File: src/rtl/local_bus_controller_pkg.sv
// Shared encodings for the local bus controller: FSM states, port sizes,
// DSACK codes and the byte-lane strobe helper.
package local_bus_controller_pkg;

  localparam logic [2:0] ST_IDLE = 3'd0;
  localparam logic [2:0] ST_SEL  = 3'd1;
  localparam logic [2:0] ST_WAIT = 3'd2;
  localparam logic [2:0] ST_EXT  = 3'd3;
  localparam logic [2:0] ST_ACK  = 3'd4;
  localparam logic [2:0] ST_BERR = 3'd5;

  localparam logic [1:0] PORT_32 = 2'd0;
  localparam logic [1:0] PORT_16 = 2'd1;
  localparam logic [1:0] PORT_8  = 2'd2;

  // DSACK1:DSACK0, active-low
  localparam logic [1:0] DSACK_32   = 2'b00;
  localparam logic [1:0] DSACK_16   = 2'b01;
  localparam logic [1:0] DSACK_8    = 2'b10;
  localparam logic [1:0] DSACK_NONE = 2'b11;

  function automatic logic [1:0] dsack_code(input logic [1:0] port);
    case (port)
      PORT_16: return DSACK_16;
      PORT_8:  return DSACK_8;
      default: return DSACK_32;
    endcase
  endfunction

  // Active-low byte strobes; bit 3 is D31:D24.
  function automatic logic [3:0] lane_strobes(input logic [1:0] siz, input logic [1:0] a);
    logic [3:0] pat;
    case (siz)
      2'b01:   pat = 4'b1000;
      2'b10:   pat = 4'b1100;
      2'b11:   pat = 4'b1110;
      default: pat = 4'b1111;
    endcase
    return ~(pat >> a);
  endfunction

endpackage

File: src/rtl/local_bus_controller_sync.sv
// Two-flop synchroniser for asynchronous bus handshake inputs.
module bus_sync #(
  parameter int WIDTH = 4,
  parameter logic [WIDTH-1:0] RST_VAL = '1
) (
  input  logic             clk,
  input  logic             n_reset,
  input  logic [WIDTH-1:0] d,
  output logic [WIDTH-1:0] q
);

  logic [WIDTH-1:0] meta;

  // first stage may go metastable; second stage feeds the logic
  always_ff @(posedge clk or negedge n_reset) begin
    if (!n_reset) begin
      meta <= RST_VAL;
      q    <= RST_VAL;
    end else begin
      meta <= d;
      q    <= meta;
    end
  end

endmodule

File: src/rtl/local_bus_controller.sv
// 68030 local bus controller: device decode, chip selects, byte lanes,
// wait states, DSACK sizing and VME forwarding with bus-error timeout.
//
// state | meaning
// IDLE  | no cycle, all outputs inactive
// SEL   | address latched, decode settles, wait counter loads
// WAIT  | local device wait states counting down
// EXT   | VME request out, waiting for ack / berr
// ACK   | DSACK driven until AS negates
// BERR  | bus error driven until AS negates
module local_bus_controller
  import local_bus_controller_pkg::*;
#(
  parameter int                 N_DEV    = 4,
  parameter logic [4*N_DEV-1:0] DEV_BASE = 16'h7210,
  parameter logic [4*N_DEV-1:0] DEV_MASK = 16'hFFFF,
  parameter logic [4*N_DEV-1:0] DEV_WAIT = 16'h4112,
  parameter logic [2*N_DEV-1:0] DEV_PORT = 8'h80,
  parameter int                 TIMEOUT  = 255
) (
  input  logic             clk,
  input  logic             n_reset,
  input  logic             cpu_as,
  input  logic             cpu_ds,
  input  logic [1:0]       cpu_siz,
  input  logic [1:0]       address,
  input  logic [3:0]       address_high,
  input  logic             n_address_top,
  input  logic             n_ext_ack,
  input  logic             n_ext_berr,
  output logic [N_DEV-1:0] n_dev_sel,
  output logic [3:0]       n_lane_ds,
  output logic [1:0]       n_dsack,
  output logic             n_berr,
  output logic             n_vme_a16,
  output logic             n_vme_a24,
  output logic             n_vme_a40
);

  localparam logic [11:0] TMO_LAST = 12'(TIMEOUT - 1);

  logic [3:0] sync_q;
  logic       as_s, ds_s, ack_s, berr_s;

  logic [2:0]  state, next;
  logic        idle_q;
  logic [3:0]  wait_cnt;
  logic [11:0] tmo_cnt;
  logic        tmo_hit;

  logic [3:0] lat_high;
  logic       lat_top;
  logic [1:0] lat_addr, lat_siz;

  logic             hit;
  logic [N_DEV-1:0] sel_vec;
  logic [1:0]       dev_port;
  logic [3:0]       dev_wait;
  logic             vme16, vme24, vme40;
  logic             busy;

  bus_sync #(.WIDTH(4), .RST_VAL(4'b1111)) u_sync (
    .clk     (clk),
    .n_reset (n_reset),
    .d       ({cpu_as, cpu_ds, n_ext_ack, n_ext_berr}),
    .q       (sync_q)
  );

  assign {as_s, ds_s, ack_s, berr_s} = sync_q;

  function automatic logic dev_match(input logic [3:0] a, input logic [3:0] base,
                                     input logic [3:0] mask);
    return (a & mask) == (base & mask);
  endfunction

  // decode latched address; descending scan so the lowest index wins
  always_comb begin
    hit      = 1'b0;
    sel_vec  = '0;
    dev_port = PORT_32;
    dev_wait = 4'd0;
    for (int i = N_DEV - 1; i >= 0; i--) begin
      if (dev_match(lat_high, DEV_BASE[4*i +: 4], DEV_MASK[4*i +: 4])) begin
        hit        = 1'b1;
        sel_vec    = '0;
        sel_vec[i] = 1'b1;
        dev_port   = DEV_PORT[2*i +: 2];
        dev_wait   = DEV_WAIT[4*i +: 4];
      end
    end
  end

  assign vme16   = !hit && !lat_top && (lat_high == 4'hF);
  assign vme24   = !hit && !lat_top && (lat_high != 4'hF);
  assign vme40   = !hit && lat_top;
  assign tmo_hit = (tmo_cnt >= TMO_LAST);

  // next state: berr beats ack, ack / zero wait beat timeout
  always_comb begin
    next = state;
    case (state)
      ST_IDLE: if (!as_s && idle_q) next = ST_SEL;
      ST_SEL: begin
        if (as_s)     next = ST_IDLE;
        else if (hit) next = ST_WAIT;
        else          next = ST_EXT;
      end
      ST_WAIT: begin
        if (as_s)                 next = ST_IDLE;
        else if (wait_cnt == 4'd0) next = ST_ACK;
        else if (tmo_hit)          next = ST_BERR;
      end
      ST_EXT: begin
        if (as_s)         next = ST_IDLE;
        else if (!berr_s) next = ST_BERR;
        else if (!ack_s)  next = ST_ACK;
        else if (tmo_hit) next = ST_BERR;
      end
      ST_ACK, ST_BERR: if (as_s) next = ST_IDLE;
      default: next = ST_IDLE;
    endcase
  end

  // state, idle-hold flag, counters and address latch
  always_ff @(posedge clk or negedge n_reset) begin
    if (!n_reset) begin
      state    <= ST_IDLE;
      idle_q   <= 1'b1;
      wait_cnt <= 4'd0;
      tmo_cnt  <= 12'd0;
      lat_high <= 4'd0;
      lat_top  <= 1'b1;
      lat_addr <= 2'd0;
      lat_siz  <= 2'd0;
    end else begin
      state  <= next;
      idle_q <= (state == ST_IDLE);
      if (state == ST_IDLE && next == ST_SEL) begin
        lat_high <= address_high;
        lat_top  <= n_address_top;
        lat_addr <= address;
        lat_siz  <= cpu_siz;
      end
      if (state == ST_SEL)
        wait_cnt <= dev_wait;
      else if (state == ST_WAIT && wait_cnt != 4'd0)
        wait_cnt <= wait_cnt - 4'd1;
      else if (state == ST_IDLE)
        wait_cnt <= 4'd0;
      if (state == ST_WAIT || state == ST_EXT)
        tmo_cnt <= tmo_cnt + 12'd1;
      else if (state == ST_IDLE)
        tmo_cnt <= 12'd0;
    end
  end

  assign busy = (state != ST_IDLE);

  // registered outputs: selects follow current state, acks follow next state
  always_ff @(posedge clk or negedge n_reset) begin
    if (!n_reset) begin
      n_dev_sel <= '1;
      n_lane_ds <= 4'hF;
      n_dsack   <= DSACK_NONE;
      n_berr    <= 1'b1;
      n_vme_a16 <= 1'b1;
      n_vme_a24 <= 1'b1;
      n_vme_a40 <= 1'b1;
    end else begin
      n_dev_sel <= (busy && hit) ? ~sel_vec : '1;
      n_lane_ds <= (busy && hit && dev_port == PORT_32 && !ds_s) ?
                   lane_strobes(lat_siz, lat_addr) : 4'hF;
      n_dsack   <= (next == ST_ACK) ? (hit ? dsack_code(dev_port) : DSACK_32) : DSACK_NONE;
      n_berr    <= (next != ST_BERR);
      n_vme_a16 <= !(busy && vme16);
      n_vme_a24 <= !(busy && vme24);
      n_vme_a40 <= !(busy && vme40);
    end
  end

endmodule
File: config.mk
export PLATFORM = sky130hd
export DESIGN_NAME = local_bus_controller
export DESIGN_NICKNAME = d
export VERILOG_FILES = /design/src/rtl/local_bus_controller_pkg.sv /design/src/rtl/local_bus_controller_sync.sv /design/src/rtl/local_bus_controller.sv
export SDC_FILE = /design/constraint.sdc
export NUM_CORES = 1
export LEC_CHECK = 0
export CORE_MARGIN = 2
export CORE_UTILIZATION = 54
export DETAILED_ROUTE_END_ITERATION = 10
export PLACE_DENSITY = 0.78
export REMOVE_ABC_BUFFERS = 1
export SLEW_MARGIN = 5
export SYNTH_ARGS = -nofsm -noshare
export SYNTH_HDL_FRONTEND = slang
export SYNTH_SLANG_ARGS = --single-unit
File: constraint.sdc
create_clock -name clk -period 1.93 [get_ports clk]
set_clock_uncertainty 0.1 [all_clocks]
set_input_delay 0.2895 -clock clk [delete_from_list [all_inputs] [get_ports clk]]
set_output_delay 0.2895 -clock clk [all_outputs]
set_load 0.01 [all_outputs]
==> results of run 1 <==
## registers in the layout (all words and copies together), names as in the netlist
name         flops
n_vme_a16        1
state            3
u_sync.meta      4
lat_top          1
tmo_cnt         12
lat_addr         2
wait_cnt         4
n_lane_ds        4
n_dsack          2
lat_high         4
n_dev_sel        4
idle_q           1
n_berr           1
u_sync.q         4
lat_siz          2
n_vme_a40        1
n_vme_a24        1
## per-stage QoR
stage | power, mW | hold WS [ns] | setup WS, ns | cells | util (%)
finish | 3.71 | 0.260 | 0.0989 | 286 | 69.6
global route | 3.94 | 0.266 | -0.0208 | 286 | 69.6
CTS | 3.69 | 0.258 | 0.0408 | 286 | 69.2
detailed placement | 2.92 | 0.208 | 0.0702 | 277 | 66.0
global placement | 2.83 | 0.194 | 0.149 | 277 | 66.0
floorplan | 2.40 | -0.106 | 0.0974 | 191 | -
## area by class of cell
type                       instances  area [µm²]  share of cell area [%]
timing repair buffer              37         358                    12.7
multi-input combinational        131         942                    33.4
tap                               50        62.6                    2.22
inverter                           9        33.8                    1.20
clock buffer                       6        82.6                    2.92
clock inverter                     2        38.8                    1.37
sequential                        51        1310                    46.3
## worst max-delay path, stage by stage, from the launching register on
cell and delay, ns:
dfrtp_1 0.42, inv_1 0.07, ha_1 0.21, or3b_1 0.43
a2bb2oi_1 0.19, o221a_2 0.25, nand3_1 0.09
## cell families after synthesis
kind of cell               share of synthesized area, %
xor gates and xnor gates                          0.380
buffers and inverters                              3.04
AOI/OAI and AO/OA                                  16.2
adders and majority gates                          2.72
muxes                                              4.83
DFF                                                56.7
and+or+nand+nor                                    16.1
## power groups by stage
stage | clock [mW] | combinational [mW] | sequential, mW
CTS | 0.780 | 1.34 | 1.57
global placement | 0 | 1.26 | 1.57
finish | 0.773 | 1.36 | 1.58
floorplan | 0 | 0.844 | 1.56
detailed placement | 0 | 1.33 | 1.59
global route | 0.840 | 1.48 | 1.62
## worst min path at each step
stage,end,cells after the start,from
2_1_floorplan,lat_addr[0],0,n_reset
3_3_place_gp,lat_siz[0],1,n_reset
3_5_place_dp,lat_siz[0],1,n_reset
4_1_cts,u_sync.q[2],0,u_sync.meta[2]
5_1_grt,u_sync.q[3],0,u_sync.meta[3]
6_report,u_sync.q[3],0,u_sync.meta[3]
## layout by cell type (no fill, tap or decap), types with 2 or more instances in the layout
| cell | synthesis | routed |
|---|---|---|
| clkdlybuf4s50_1 | 0 | 27 |
| dfrtp_1 | 27 | 27 |
| dfstp_2 | 24 | 24 |
| nand2_1 | 16 | 16 |
| o21ai_1 | 12 | 12 |
| nor2_1 | 11 | 11 |
| mux2_1 | 9 | 9 |
| inv_1 | 8 | 8 |
| nand3_1 | 8 | 8 |
| buf_4 | 0 | 7 |
| clkbuf_8 | 0 | 6 |
| nand2b_1 | 5 | 5 |
| a21oi_1 | 6 | 5 |
| o211ai_1 | 5 | 5 |
| ha_1 | 5 | 5 |
| nand4b_1 | 3 | 3 |
| a31oi_1 | 3 | 3 |
| nand4_1 | 3 | 3 |
| and3_1 | 3 | 3 |
| o31ai_1 | 3 | 3 |
| a211oi_1 | 2 | 2 |
| or3b_1 | 2 | 2 |
| nor4_1 | 2 | 2 |
| nor3_1 | 2 | 2 |
| a31o_1 | 2 | 2 |
| a41oi_1 | 2 | 2 |
## routing by layer
| layer | share of wire (%) | wire (µm) | track usage [%] | up-vias |
|---|---|---|---|---|
| met3 | 2.9 | 127 | 4.65 | 7 |
| met4 | 1.5 | 65 | 7.19 | 0 |
| met1 | 45 | 2020 | 24.6 | 804 |
| met2 | 50 | 2220 | 33.2 | 26 |
| li1 | - | - | - | 805 |
| met5 | 0 | 0 | 0 | - |
## what timing repair did
action                     CTS  global route
hold endpoints to repair    16             0
resized for setup            0             3
hold buffers                 1             0
setup endpoints to repair    0             4
==> results.json, run 1 <==
{
  "cts_made_buffers": 5,
  "fp.dieArea_mm2": 0.00480,
  "grt_usage_pct": 19.7,
  "drive_gt1_share_pct": 21.2,
  "p_leak_nw": 1.19,
  "clock_path_buffers": 2,
  "num_antenna_cells": 0,
  "grt_start_max_net_pins": 29,
  "ios": 29,
  "seq_power_share_pct": 42.5,
  "cp.arrival_ns": 1.95,
  "finalSetupViolCount": 0,
  "cp.required_ns": 2.05,
  "gp_congestion": 0.828,
  "start_util_pct": 56.8,
  "drc": 0,
  "reg2reg_to": "n_dsack[1]",
  "synth_cell_types": 52,
  "synth.most_common_cell": "dfrtp_1",
  "firstDrtPassIters": 4,
  "hold_violations": 0,
  "vias_per_cell": 5.74,
  "ys_seq_elements": 51,
  "numClockSinks": 51,
  "place_area_mm2": 0.00268,
  "ff2ff_path_depth": 6,
  "overflow": 0,
  "grt_pass1_wl_mm": 7.56,
  "clkTransAtPathRegs_ns": 0.09,
  "critPathLaunch": "wait_cnt[0]",
  "r2r_slack_ns": 0.1,
  "hold_class": "flip-flop to flip-flop",
  "grt_pass1_vias": 1668,
  "crit_type": "flip-flop to flip-flop",
  "async_flop_share_pct": 100,
  "die_h_um": 69.3,
  "timing.fmax_mhz": 546,
  "syn_inst": 199,
  "netSwitchingPower_mw": 1.32,
  "postRouteAntennaNets": 0,
  "cts_post_setup_buffers_inserted": 0,
  "antenna_found_initial": 0,
  "p_per_area_mw_per_mm2": 1320,
  "postSynthAreaPerCell_um2": 11.6,
  "via_count": 1642,
  "synth_top_area_share_pct": 29.3,
  "start_kind": "flip-flop",
  "port_buffers": 28,
  "synthTopCellsByArea": "dfrtp_1 29%, dfstp_2 27%, mux2_1 4.4%",
  "post_drt_wl_per_cell_um": 15.5,
  "synth_largest_area_cell": "dfrtp_1",
  "core_area_mm2": 0.00406,
  "final_design_area_no_fill_mm2": 0.00282,
  "slew_headroom_pct": 63.2,
  "worstSetupEndpoint": "n_dsack[1]",
  "synth-warning-count": 0,
  "synth_area_mm2": 0.00230,
  "synth_enable_flop_cells": 0,
  "drt-total-wl_mm": 4.43,
  "drv_slew": 0,
  "layout.nets": 255,
  "fp.dieW_um": 69.3,
  "r2r-start": "wait_cnt[0]",
  "finalSetupTns_ns": 0,
  "worst-slew-pin-transition_ns": 0.551,
  "clk_latency_ns": 0.30,
  "cts_tree": "yes",
  "first_iter_violations": 133,
  "synth_common_cells": "27 x dfrtp_1, 24 x dfstp_2, 16 x nand2_1",
  "internal_power_mw": 2.39,
  "dp_hpwl_mm": 3.33,
  "power_switching_share_pct": 35.6,
  "outcome": "completed",
  "syn_to_final_growth_pct": 22.6,
  "maxCapViolCount": 0,
  "num_rows": 23,
  "peakVddDrop_mv": 0.811,
  "cts-root-buf": "clkbuf_8",
  "cts.htree.levels": 2,
  "synthFlopType": "dfrtp_1",
  "n_fill_cell": 292,
  "period_minus_slack_ns": 1.83,
  "finalCritPeriodShare_pct": 94.9,
  "end_kind": "flip-flop",
  "seq_area_frac_synth_pct": 56.7,
  "rsz0062_at_grt": "yes",
  "clkPwrFrac_pct": 20.8,
  "cp_max_fo": 4,
  "p_comb_share_pct": 36.7
}
Note: power is estimated with default switching activity, not from simulation.
==> run 2, diff against run 1 <==
Settings changed: ABC_AREA from default to 0, CTS_CLUSTER_SIZE from default to 30.
Clock period 1.93 ns to 1.85 ns, I/O delays scaled along.
==> run 2 against run 1 <==
Against the previous run:
- final area is 3.9% higher
- total power increased by 7.8%
- fmax is 0.66% higher
- combinational power rose by 22%
- sequential cell count unchanged
- non-clock buffer count up 10
- via count grew 6.7%
- sequential share of layout area down 1.7 points
- cell count is 3.5% higher
- critical path type unchanged
- critical endpoint is now n_berr
==> results.json, run 2 (synthesized netlist as in run 1, its figures left out) <==
{
  "hold_violations": 0,
  "syn_to_final_growth_pct": 27.4,
  "drc": 0,
  "postRouteAntennaNets": 0,
  "final_common_cell": "clkdlybuf4s50_1",
  "port_buffers": 28,
  "grt_pass1_wl_mm": 8.22,
  "start_util_pct": 56.8,
  "cts.htree.levels": 2,
  "finalSetupViolCount": 0,
  "fin_cells": 296,
  "gp_congestion": 0.868,
  "outcome": "completed",
  "layout.nets": 265,
  "final_util_pct": 72.3,
  "cts-root-buf": "clkbuf_8",
  "p_leak_nw": 1.25,
  "num_rows": 23,
  "slew_headroom_pct": 67.9,
  "crit_path_top_delay_cell": "or4_4",
  "hold_class": "flip-flop to flip-flop",
  "wl_met1_mm": 2.11,
  "p_per_area_mw_per_mm2": 1360,
  "dp.cells": 283,
  "first_iter_violations": 155,
  "overflow": 0,
  "cp_max_fo": 4,
  "end_kind": "flip-flop",
  "crit_type": "flip-flop to flip-flop",
  "start_kind": "flip-flop",
  "numClockSinks": 51,
  "largest_reg_flops": 12,
  "firstDrtPassIters": 4,
  "cp.required_ns": 2.00,
  "power.total_mw": 4.00,
  "fp.dieW_um": 69.3,
  "met3WireLength_um": 181,
  "top_register": "tmo_cnt",
  "grt_start_max_net_pins": 24,
  "clkTransAtPathRegs_ns": 0.09,
  "dr.max_layer_used": "met4",
  "place_area_mm2": 0.00271,
  "drt-total-wl_mm": 4.88,
  "final_design_area_no_fill_mm2": 0.00293,
  "worst-slew-pin-transition_ns": 0.482,
  "core_area_mm2": 0.00406,
  "critical-path-top-delay-family": "simple AND/OR/NAND/NOR gates",
  "ios": 29,
  "cts_tree": "yes",
  "die_h_um": 69.3,
  "via_count": 1752,
  "period_minus_slack_ns": 1.82,
  "antenna_found_initial": 0,
  "num_antenna_cells": 0,
  "drv_slew": 0,
  "grt_pass1_vias": 1698,
  "cts_made_buffers": 5,
  "finalSetupTns_ns": 0,
  "crit_chain": "or4_4, a211oi_1, o221a_2, or3b_4",
  "post_drt_wl_per_cell_um": 16.5,
  "timing.fmax_mhz": 550,
  "mostFrequentLayoutCells": "27 x clkdlybuf4s50_1, 26 x dfrtp_1, 24 x dfstp_2, 18 x buf_4, 15 x nand2_1",
  "drive_gt1_share_pct": 28.5,
  "cp.arrival_ns": 1.97,
  "fp.dieArea_mm2": 0.00480,
  "hold_ws_ns": 0.259,
  "peakVddDrop_mv": 0.784,
  "dr_wl_met2_mm": 2.53,
  "pre_cts_ws_ns": -0.00347,
  "maxCapViolCount": 0,
  "vias_per_cell": 5.92,
  "grt_usage_pct": 21.2,
  "cpPeakStageDelay_ns": 0.57,
  "dp_hpwl_mm": 3.51,
  "clk_latency_ns": 0.30,
  "path_buf_inv": 0,
  "finalCritPeriodShare_pct": 98.3,
  "setup_ws_ns": 0.0308,
  "rsz0062_at_grt": "no",
  "clock_path_buffers": 2
}
-- run 2: cell count changes in the layout (fill, tap and decap cells not counted), moves of 2 or more --
cell    before  now
ha_1         5    3
or3b_1       2    0
buf_4        7   18
or3b_4       0    2
-- run 2: metal layers --
layer / vias up / track usage, %
met3: 5 / 3.63
met5: - / 0
met2: 33 / 35.8
met4: 0 / 6.32
li1: 826 / -
met1: 888 / 28.3
-- run 2: worst register-to-register path: stages, from the launching register on --
cell	delay (ns)
dfrtp_1	0.40
or4_4	0.57
a211oi_1	0.29
o221a_2	0.29
or3b_4	0.13
-- run 2: what timing repair did --
| action | in CTS | in global routing |
|---|---|---|
| buffers inserted | 1 | 3 |
| pin swaps | 1 | 5 |
| gates resized for setup | 1 | 16 |
| hold buffers | 1 | 0 |
| setup endpoints to repair | 2 | 11 |
| hold endpoints to repair | 8 | 0 |
-- run 2: path summary, 6_finish.rpt --
path / start / endpoint / slack [ns] / cells past startpoint
setup / recovery: tmo_cnt[11] / n_berr / 0.03 / 4
hold / removal: u_sync.meta[0] / u_sync.q[0] / 0.26 / 0
setup reg to reg: tmo_cnt[11] / n_berr / 0.03 / 4
hold reg to reg: u_sync.meta[0] / u_sync.q[0] / 0.26 / 0
max in group asynchronous: n_reset / n_berr / 0.63 / 3
min in group asynchronous: n_reset / lat_siz[0] / 0.36 / 2
-- run 2: power by group --
group	switching, mW	internal [mW]	leakage [nW]
combinational	0.826	0.838	0.589
clock	0.344	0.340	0.0505
sequential	0.261	1.40	0.607
total	1.43	2.57	1.25
-- run 2: area by class of cell --
type / count / area [µm²]
Sequential cell: 51 / 1310
Fill cell: 259 / 1120
Multi-Input combinational cell: 131 / 1010
Timing Repair Buffer: 47 / 420
Clock buffer: 7 / 96.3
Tap cell: 50 / 62.6
Inverter: 9 / 33.8
Clock inverter: 1 / 7.51
==> patch, RTL diff (settings of run 1) <==
Remove the register `n_berr`: a continuous assignment takes its place, so the output `n_berr` follows one clock earlier.
--- a/src/rtl/local_bus_controller.sv
+++ b/src/rtl/local_bus_controller.sv
@@ -163,5 +163,4 @@
       n_lane_ds <= 4'hF;
       n_dsack   <= DSACK_NONE;
-      n_berr    <= 1'b1;
       n_vme_a16 <= 1'b1;
       n_vme_a24 <= 1'b1;
@@ -172,5 +171,4 @@
                    lane_strobes(lat_siz, lat_addr) : 4'hF;
       n_dsack   <= (next == ST_ACK) ? (hit ? dsack_code(dev_port) : DSACK_32) : DSACK_NONE;
-      n_berr    <= (next != ST_BERR);
       n_vme_a16 <= !(busy && vme16);
       n_vme_a24 <= !(busy && vme24);
@@ -179,3 +177,5 @@
   end
 
+  assign n_berr = (next != ST_BERR);
+
 endmodule
Function: changed (Yosys sat finds a counterexample within 10 cycles, from zero or initial values and one cycle with n_reset low).
==> patch against run 1 <==
- the run now ends with setup timing left
- combinational power grew 48%
- total power rose by 11%
- global-route usage rose by 6.5 points
- final area rose by 11%
- count of clock-buffer cells in the layout up 1
- wire length increased by 24%
- synthesized cell count decreased by 0.50%
- sequential cell count is 1 lower
- setup slack got worse by 550 ps
- area after synthesis shrank 1.1%
- largest cell class unchanged
==> patch: results (changes against run 1) <==
| Metric | Value |
|---|---|
| Non-clock buffers | 80 (was 37) |
| First-pass GRT wire length | 8820 µm (was 7560 µm) |
| Vias in the first global route | 2000 (was 1668) |
| Final number of setup-violating endpoints | 1 (was 0) |
| Met3 Resource Use GR | 6.33% (was 4.65%) |
| Area of the multi-input gates | 997 µm² (was 942 µm²) |
| Max-slew violation count | 0 (unchanged) |
| Critical path arrival | 1990 ps (was 1950 ps) |
| Buf/Inv on CP | 3 (was 1) |
| Port Buf Inserts | 28 (unchanged) |
| Static Leak | 1.39 nW (was 1.19 nW) |
| Multi-In Gates | 131 (unchanged) |
| Run status | complete, but fails checks (was completed) |
| Final #Nets | 297 (was 255) |
| Failing checks | setup timing |
| Signal buffers share of area | 21.2% (was 12.7%) |
| FF/Latch Area | 1280 µm² (was 1310 µm²) |
| Via Count | 1926 (was 1642) |
| DP Worst Slack | -567 ps (was 70.2 ps) |
| Gpl congestion | 0.916 (was 0.828) |
| CLK BUF | 7 (was 6) |
| Async set or reset register ratio after synthesis | 100% (unchanged) |
| Design Area, Final | 3130 µm² (was 2820 µm²) |
| Setup TNS | -450 ps (was 0 ps) |
| Starting DRT DRC Count | 181 (was 133) |
| Largest fanout on the critical path | 3 (was 4) |
| GRT Total Usage | 26.1% (was 19.7%) |
| Drt via density | 5.87 (was 5.74) |
| Core ar. | 4030 µm² (was 4060 µm²) |
| Largest register FFs | 12 (unchanged) |
| Layout clock area frac | 2.92% (was 4.30%) |
| CTS Root Cell | clkbuf_8 (unchanged) |
| Largest cells by area after synthesis | dfrtp_1 (30%), dfstp_2 (27%), mux2_1 (4.5%) (was dfrtp_1 (29%), dfstp_2 (27%), mux2_1 (4.4%)) |
| Min Tclk post-route | 2380 ps (was 1830 ps) |
| Drt total wl | 5520 µm (was 4430 µm) |
| Share of post-route cells with drive strength above 1 | 36.0% (was 21.2%) |
| Area after DPL | 2930 µm² (was 2680 µm²) |
| Met2 Use GR | 46.5% (was 33.2%) |
| GR Layer Usage met1 | 29.0% (was 24.6%) |
| Max-slew headroom | 62.9% (was 63.2%) |
| Clk_lat worst skew | 300 ps (about the same) |
| Filler cells | 245 (was 292) |
| Synthesized flop and latch total | 50 (was 51) |
| Top post-synthesis cells by count | dfrtp_1 (27), dfstp_2 (23), nand2_1 (16) (was dfrtp_1 (27), dfstp_2 (24), nand2_1 (16)) |
| Final critical-path setup slack | -450 ps (was 98.9 ps) |
| Register area share after synthesis | 56.2% (was 56.7%) |
| Synthesis warning total | 0 (unchanged) |
| Gate count after technology mapping | 198 (was 199) |
| Peak per-stage delay on the critical path | 390 ps (was 430 ps) |
| VDD IR max | 0.795 mV (was 0.811 mV) |
| HPWL after DPL | 3960 µm (was 3330 µm) |
| Pin count of the biggest net entering global routing | 25 (was 29) |
| Placed insts | 315 (was 277) |
| Logic inverters | 9 (unchanged) |
| Crit-path slowest cell | dfrtp_1 (was or3b_1) |
[patch: cell families (layout without fill, tap and decap cells)]
kind of cell | count (synthesis) | after routing | share of synthesized area (%)
AOI/OAI and AO/OA | 50 | 50 | 16.4
xor gates and xnor gates | 1 | 1 | 0.385
adders and majority gates | 5 | 5 | 2.75
buffers and inverters | 17 | 97 | 3.08
DFF | 50 | 50 | 56.2
muxes | 10 | 10 | 4.89
and+or+nand+nor | 65 | 65 | 16.3
[patch: path summary, 6_finish.rpt]
check                                    to  slack, ps           start  depth (start not counted)
worst min register to register  u_sync.q[3]        260  u_sync.meta[3]                          0
worst max-delay path                 n_berr       -450     wait_cnt[1]                          8
min in group asynchronous        tmo_cnt[6]        400         n_reset                          2
worst max register to register   lat_siz[1]         20        state[2]                          6
worst min-delay path            u_sync.q[3]        260  u_sync.meta[3]                          0
max in group asynchronous         n_vme_a40        650         n_reset                          3
[patch: worst register-to-register path, delay by kind of cell, from the launching register on]
family                 cells  cell delay [ps]
AND/OR/NAND/NOR            2              500
multiplexers               1              360
buffers and inverters      3              410
flip-flops                 1              440
[patch: report_power, final]
| group | switching (mW) | leakage [nW] | internal [mW] |
|---|---|---|---|
| registers | 0.186 | 0.598 | 1.31 |
| logic | 0.959 | 0.749 | 1.05 |
| clock network | 0.335 | 0.0482 | 0.290 |
[patch: layer usage]
metal	vias up	wire length, µm
met5	-	0
met4	0	131
met3	17	201
met2	58	3010
met1	962	2170
li1	889	-
[patch: what timing repair did]
item	in CTS	in global routing
hold buffers	1	0
endpoints found under the setup margin	6	16
hold endpoints to repair	10	0
buffers inserted	3	1
resized for setup	13	5
pin swaps	6	1
